`src/rtl/depth_weights_seq.sv`:
```
// depth_weights_seq
//   Sequencer for the depthwise weight store. It owns the memory's
//   en/wr/rd/index pins and runs one of two operations at a time:
//     LOAD  - streams ld_count rows into consecutive addresses from 0,
//             accepting a row whenever ld_valid & ld_ready.
//     FETCH - reads fetch_blocks windows starting at fetch_base, one
//             window per read, stepping the index by GROUP. Each window
//             is offered to the PE array with w_valid/w_ready.
//   Ports:
//     clk, rst                      clock, synchronous active-high reset
//     load_start, ld_count          LOAD request (sampled in IDLE only)
//     ld_valid / ld_ready           row handshake while loading
//     fetch_start, fetch_base,
//     fetch_blocks                  FETCH request (sampled in IDLE only)
//     w_valid / w_ready             window handshake towards the PE array
//     mem_en, mem_wr, mem_rd,
//     mem_index                     weight store control
//     busy, done, err               status: not-idle, end pulse, reject pulse
//   Read timing: the read strobe is high for the single RD cycle, then the
//   sequencer waits RD_LAT cycles before raising w_valid, so the store's
//   data_out is settled well before the window is offered. A window
//   therefore takes at least 2+RD_LAT cycles.
module depth_weights_seq #(
  parameter int address_width = 12,
  parameter int height        = 2480,
  parameter int RD_LAT        = 1,
  parameter int GROUP         = 16
) (
  input  logic                     clk,
  input  logic                     rst,
  input  logic                     load_start,
  input  logic [address_width-1:0] ld_count,
  input  logic                     ld_valid,
  output logic                     ld_ready,
  input  logic                     fetch_start,
  input  logic [address_width-1:0] fetch_base,
  input  logic [7:0]               fetch_blocks,
  output logic                     w_valid,
  input  logic                     w_ready,
  output logic                     mem_en,
  output logic                     mem_wr,
  output logic                     mem_rd,
  output logic [address_width-1:0] mem_index,
  output logic                     busy,
  output logic                     done,
  output logic                     err
);

  // Range checks run at a width wide enough that base + blocks*GROUP
  // can never wrap.
  localparam int                     EW       = address_width + 9;
  localparam logic [EW-1:0]          HEIGHT_E = EW'(height);
  localparam logic [EW-1:0]          GROUP_E  = EW'(GROUP);
  localparam logic [address_width-1:0] GROUP_A = address_width'(GROUP);
  localparam logic [address_width-1:0] ONE_A   = address_width'(1);
  localparam logic [7:0]             LAT_INIT = 8'(RD_LAT);

  typedef enum logic [2:0] {S_IDLE, S_LOAD, S_RD, S_WAIT, S_HOLD, S_FIN} state_t;

  state_t                   state, state_nxt;
  logic [address_width-1:0] wcnt, ld_total, idx;
  logic [7:0]               bcnt, blk_total, lat;
  logic [EW-1:0]            fetch_end;
  logic                     ld_take, fe_take, ld_acc, hs, reject;

  assign fetch_end = EW'(fetch_base) + EW'(fetch_blocks) * GROUP_E;

  // Next-state decode and single-cycle strobes used by the counters.
  always_comb begin
    state_nxt = state;
    ld_take   = 1'b0;
    fe_take   = 1'b0;
    ld_acc    = 1'b0;
    hs        = 1'b0;
    reject    = 1'b0;
    case (state)
      S_IDLE: begin
        // load_start has priority when both requests arrive together.
        if (load_start) begin
          if (ld_count == '0) begin
            state_nxt = S_FIN;
          end else if (EW'(ld_count) > HEIGHT_E) begin
            reject = 1'b1;
          end else begin
            state_nxt = S_LOAD;
            ld_take   = 1'b1;
          end
        end else if (fetch_start) begin
          if (fetch_blocks == 8'd0) begin
            state_nxt = S_FIN;
          end else if (fetch_end > HEIGHT_E) begin
            reject = 1'b1;
          end else begin
            state_nxt = S_RD;
            fe_take   = 1'b1;
          end
        end
      end
      S_LOAD: begin
        if (ld_valid && ld_ready) begin
          ld_acc = 1'b1;
          if (wcnt + ONE_A == ld_total) state_nxt = S_FIN;
        end
      end
      S_RD:   state_nxt = S_WAIT;
      S_WAIT: if (lat == 8'd1) state_nxt = S_HOLD;
      S_HOLD: begin
        // w_ready only matters here; asserting it earlier has no effect.
        if (w_ready) begin
          hs = 1'b1;
          if (bcnt + 8'd1 == blk_total) state_nxt = S_FIN;
          else                          state_nxt = S_RD;
        end
      end
      S_FIN:   state_nxt = S_IDLE;
      default: state_nxt = S_IDLE;
    endcase
  end

  // State and registered status outputs, all derived from the next state
  // so they line up with the state they describe.
  always_ff @(posedge clk) begin
    if (rst) begin
      state    <= S_IDLE;
      ld_ready <= 1'b0;
      w_valid  <= 1'b0;
      mem_rd   <= 1'b0;
      busy     <= 1'b0;
      done     <= 1'b0;
      err      <= 1'b0;
    end else begin
      state    <= state_nxt;
      ld_ready <= (state_nxt == S_LOAD);
      w_valid  <= (state_nxt == S_HOLD);
      mem_rd   <= (state_nxt == S_RD);
      busy     <= (state_nxt != S_IDLE);
      done     <= (state_nxt == S_FIN);
      err      <= reject;
    end
  end

  // Row, window and latency counters.
  always_ff @(posedge clk) begin
    if (rst) begin
      wcnt      <= '0;
      ld_total  <= '0;
      idx       <= '0;
      bcnt      <= 8'd0;
      blk_total <= 8'd0;
      lat       <= 8'd0;
    end else begin
      if (ld_take) begin
        wcnt     <= '0;
        ld_total <= ld_count;
      end else if (ld_acc) begin
        wcnt <= wcnt + ONE_A;
      end

      if (fe_take) begin
        idx       <= fetch_base;
        bcnt      <= 8'd0;
        blk_total <= fetch_blocks;
      end else if (hs) begin
        idx  <= idx + GROUP_A;
        bcnt <= bcnt + 8'd1;
      end

      if (state == S_RD)        lat <= LAT_INIT;
      else if (state == S_WAIT) lat <= lat - 8'd1;
    end
  end

  // Write strobe follows the row handshake directly so a gap in ld_valid
  // writes nothing. The index stays on idx through WAIT/HOLD because the
  // store keeps data_out only while its address is unchanged.
  assign mem_wr = ld_valid & ld_ready;
  assign mem_en = mem_wr | mem_rd;

  always_comb begin
    mem_index = '0;
    case (state)
      S_LOAD:                mem_index = wcnt;
      S_RD, S_WAIT, S_HOLD:  mem_index = idx;
      default:               mem_index = '0;
    endcase
  end

endmodule

```
`config.mk`:
```
export PLATFORM = sky130hd
export DESIGN_NAME = depth_weights_seq
export DESIGN_NICKNAME = d
export VERILOG_FILES = /design/src/rtl/depth_weights_seq.sv
export SDC_FILE = /design/constraint.sdc
export NUM_CORES = 1
export LEC_CHECK = 0
export ABC_AREA = 1
export BUFFER_PORTS_ARGS = -buffer_cell sky130_fd_sc_hd__buf_2
export CAP_MARGIN = 20
export CELL_PAD_IN_SITES_DETAIL_PLACEMENT = 1
export CELL_PAD_IN_SITES_GLOBAL_PLACEMENT = 1
export CORE_ASPECT_RATIO = 0.6
export CORE_MARGIN = 8
export CORE_UTILIZATION = 37
export CTS_CLUSTER_SIZE = 8
export DETAILED_ROUTE_END_ITERATION = 8
export GPL_ROUTABILITY_DRIVEN = 1
export PLACE_DENSITY_LB_ADDON = 0.3
export SLEW_MARGIN = 30
export SYNTH_ARGS = -nofsm -noshare
export SYNTH_HDL_FRONTEND = slang
export SYNTH_SLANG_ARGS = --single-unit
```
`constraint.sdc`:
```
create_clock -name clk -period 1.9 [get_ports clk]
set_input_delay 0.095 -clock clk [delete_from_list [all_inputs] [get_ports clk]]
set_output_delay 0.095 -clock clk [all_outputs]
set_load 0.01 [all_outputs]
```
==> qor.txt <==
Vias per cell -> 5.44
Period utilization -> 108%
Vias in the first global route -> 5346
CP top delay family -> simple AND/OR/NAND/NOR gates
Worst setup SP type -> flip-flop
Core Region -> 11400 um2
Sequential cell area fraction in the yosys report -> 31.6%
Final hold slack -> 0.0596 ns
Library cells used by synthesis -> 42
Synth Register Bits -> 69
ANT nets after route -> 0
CP max stage delay -> 0.37 ns
Critical path arrival -> 2.34 ns
Initial Utilization -> 38.3%
Largest net degree at the start of global routing -> 20
Synth Cell Area -> 4370 um2
F_max -> 0.486 GHz
Slew @ Worst Pin -> 0.642 ns
Max H-tree Level -> 3
YS warnings -> 0
Clock Path Buffers -> 2
RSZ-0062 raised after global routing -> true
Placed cell areas -> 5300 um2
Power per cell area -> 796 nW/um2
Pwr Total -> 4.92 mW
Final Instance Area -> 6180 um2
Max VDD drop -> 0.502 mV
N_diodes -> 0
Post-synth EDFFs -> 0
Skew-Pair Late Insertion Delay -> 0.34 ns
CP Buf/Inv Count -> 2
Hold Buf Count CTS -> 0
Area growth syn-to-layout -> 41.4%
Port Buffers -> 57
CP Cell Sequence -> ha_4, nand2_2, nor2_4, nand2_2, xor2_1, buf_4, inv_1, nand2_1, nand2_1, nand2_1, nor2_1, nand4_1, nand3_2, nand2_2, nor2_2
WL final -> 18600 um
WP data required -> 2.18 ns
WL per Instance -> 19.3 um
Grt ovf -> 0
Tot GR Track Use -> 21.8%
RePlAce Congestion -> 0.919
Die W -> 156 um
CP endpoint kind -> flip-flop
Syn_nets -> 722
Fin crit period -> 2.06 ns
Mean post-synth cell area -> 6.52 um2
HP Class -> primary input to flip-flop
Outcome -> finished, violations left
DR DRC count -> 0
DP Cell Count -> 936
Clock sink count -> 69
Final cell count without fillers -> 965
Die Y -> 100 um
Initial antenna violation count -> 0
Most used flip-flop cell after synthesis -> dfxtp_1
Final hold vios -> 0
Final worst slack -> -0.158 ns
Vias -> 5248
Inserted Clock Buffers -> 9
Final HPWL DP -> 13000 um
IO Pins -> 58
Final Setup Violations -> 25
Cells after Synth -> 670
Row count -> 30
Share of cells above drive strength 1 -> 34.2%
CP Class -> flip-flop to flip-flop
CTS root buf -> clkbuf_16
CTS tree -> yes
Initial DRC count -> 400
Slew margin rel. -> 57.2%
Nets -> 852
DIE AREA -> 15700 um2
First-pass GRT wire length -> 27300 um
1st-pass router iterations -> 5
Total of max-cap violations -> 0
Critical path's slowest cell -> dfxtp_4
Max Clock Skew -> 0.00537 ns
Critical-path maximum fanout -> 3
Max-slew violation count -> 0
Fraction of registers with async set/reset -> 0%
CTS clk-pin slew, worst paths -> 0.06 ns
Violated checks -> setup timing
Pleak -> 2.72 nW
## kinds of logic after synthesis
kind of cell,synth area share (%)
AOI/OAI and AO/OA,14.8
xor gates and xnor gates,2.78
adders and majority gates,4.18
buffers and inverters,10.4
DFF,31.6
and+or+nand+nor,36.2
## stage by stage
stage                     util, %  setup TNS [ns]  setup WS (ns)
after global routing         54.1           -4.27         -0.279
final                        54.1           -2.07         -0.158
after detailed placement     46.4          -13.09         -0.485
after global placement       46.4           -7.05         -0.279
after CTS                    51.2          -0.632         -0.115
after floorplan                 -               0         0.0478
## Yosys cell counts, types with 5 or more instances
cell      instances  area, um2
o21ai_0          33        165
nand3_1          54        270
dfxtp_1          69       1380
a211oi_1         11       82.6
nor2_2            5       31.3
nand2_1         159        597
nand2_2          11       68.8
nor3_1            8       40.0
buf_2             6       30.0
xor2_1            8       70.1
nor2_4            5       56.3
ha_1             13        163
inv_2             7       26.3
nand3b_1          7       52.6
inv_1            88        330
nand4_1           8       50.1
a21oi_1          51        255
nor2_1           68        255
clkbuf_1          9       33.8
o22ai_1          11       68.8
## worst reg2reg max path: stages (launching register included)
cell and delay [ns]:
dfxtp_4 0.37, ha_4 0.15, nand2_2 0.08, nor2_4 0.13
nand2_2 0.11, xor2_1 0.16, buf_4 0.14, inv_1 0.05
nand2_1 0.05, nand2_1 0.06, nand2_1 0.05, nor2_1 0.09
nand4_1 0.19, nand3_2 0.17, nand2_2 0.08, nor2_2 0.12
## path summary, 6_finish.rpt
path	startpoint	to	slack, ns	cells after the start
setup reg to reg	wcnt[1]$_SDFFE_PP0P_	w_valid$_SDFF_PP0_	-0.16	15
hold / removal	ld_count[4]	ld_total[4]$_SDFFE_PP0P_	0.06	3
hold reg to reg	ld_total[0]$_SDFFE_PP0P_	ld_total[0]$_SDFFE_PP0P_	0.47	2
setup / recovery	wcnt[1]$_SDFFE_PP0P_	w_valid$_SDFF_PP0_	-0.16	15
## per-layer routing
metal | routed length [um] | up-vias | global-route usage [%]
met1 | 8650 | 2605 | 29.3
met2 | 8620 | 173 | 34.9
li1 | - | 2443 | -
met3 | 1010 | 27 | 4.76
met4 | 311 | 0 | 5.51
met5 | 0 | - | 0
## final cells by class
class                      instances  area (um2)
fill                            1494        5230
multi-input combinational        487        2900
sequential                        69        1400
timing repair buffer             137        1020
inverter                          96         363
clock buffer                      10         229
tap                              160         200
clock inverter                     6        63.8
## flip-flops by register name, indices dropped and copies added (netlist names)
register / cells
bcnt: 8
blk_total: 8
busy: 1
done: 1
err: 1
idx: 12
lat: 8
ld_ready: 1
ld_total: 12
mem_rd: 1
state: 3
w_valid: 1
wcnt: 12
## placed cells by master (no fill, tap or decap), types with 3 or more instances in the layout
master	synthesis	final
o21ai_1	2	4
dfxtp_2	0	3
ha_4	0	4
nand3_1	54	41
nor2_4	5	9
nand3_2	4	16
inv_1	88	85
a211oi_2	0	5
xor2_1	8	7
inv_2	7	9
o21ai_0	33	31
nor2_1	68	58
buf_4	1	68
buf_12	0	3
dfxtp_4	0	5
xnor2_1	4	3
nand4_1	8	8
a21oi_2	1	4
nor4_1	4	4
dfxtp_1	69	61
nand2_4	0	5
o22ai_1	11	11
nand2_1	159	133
clkbuf_16	0	11
nand2_2	11	32
buf_6	2	7
nor3_1	8	7
a31oi_4	0	3
a21oi_1	51	48
nand3b_1	7	7
ha_1	13	8
nor2_2	5	11
buf_2	6	55
a211oi_1	11	6
## report_power, final
group,internal [mW],leakage [nW],switching [mW],total (mW)
registers,1.58,0.566,0.104,1.69
clock network,1.01,0.138,0.670,1.68
logic,0.596,2.01,0.951,1.55
## what timing repair did
item / 4_1_cts / 5_1_grt
gates resized for setup: 44 / 72
setup buffers: 2 / 8
cloned: 2 / 1
pin swaps: 18 / 30
setup endpoints to repair: 41 / 43
Power figures use the tool's default switching activity.
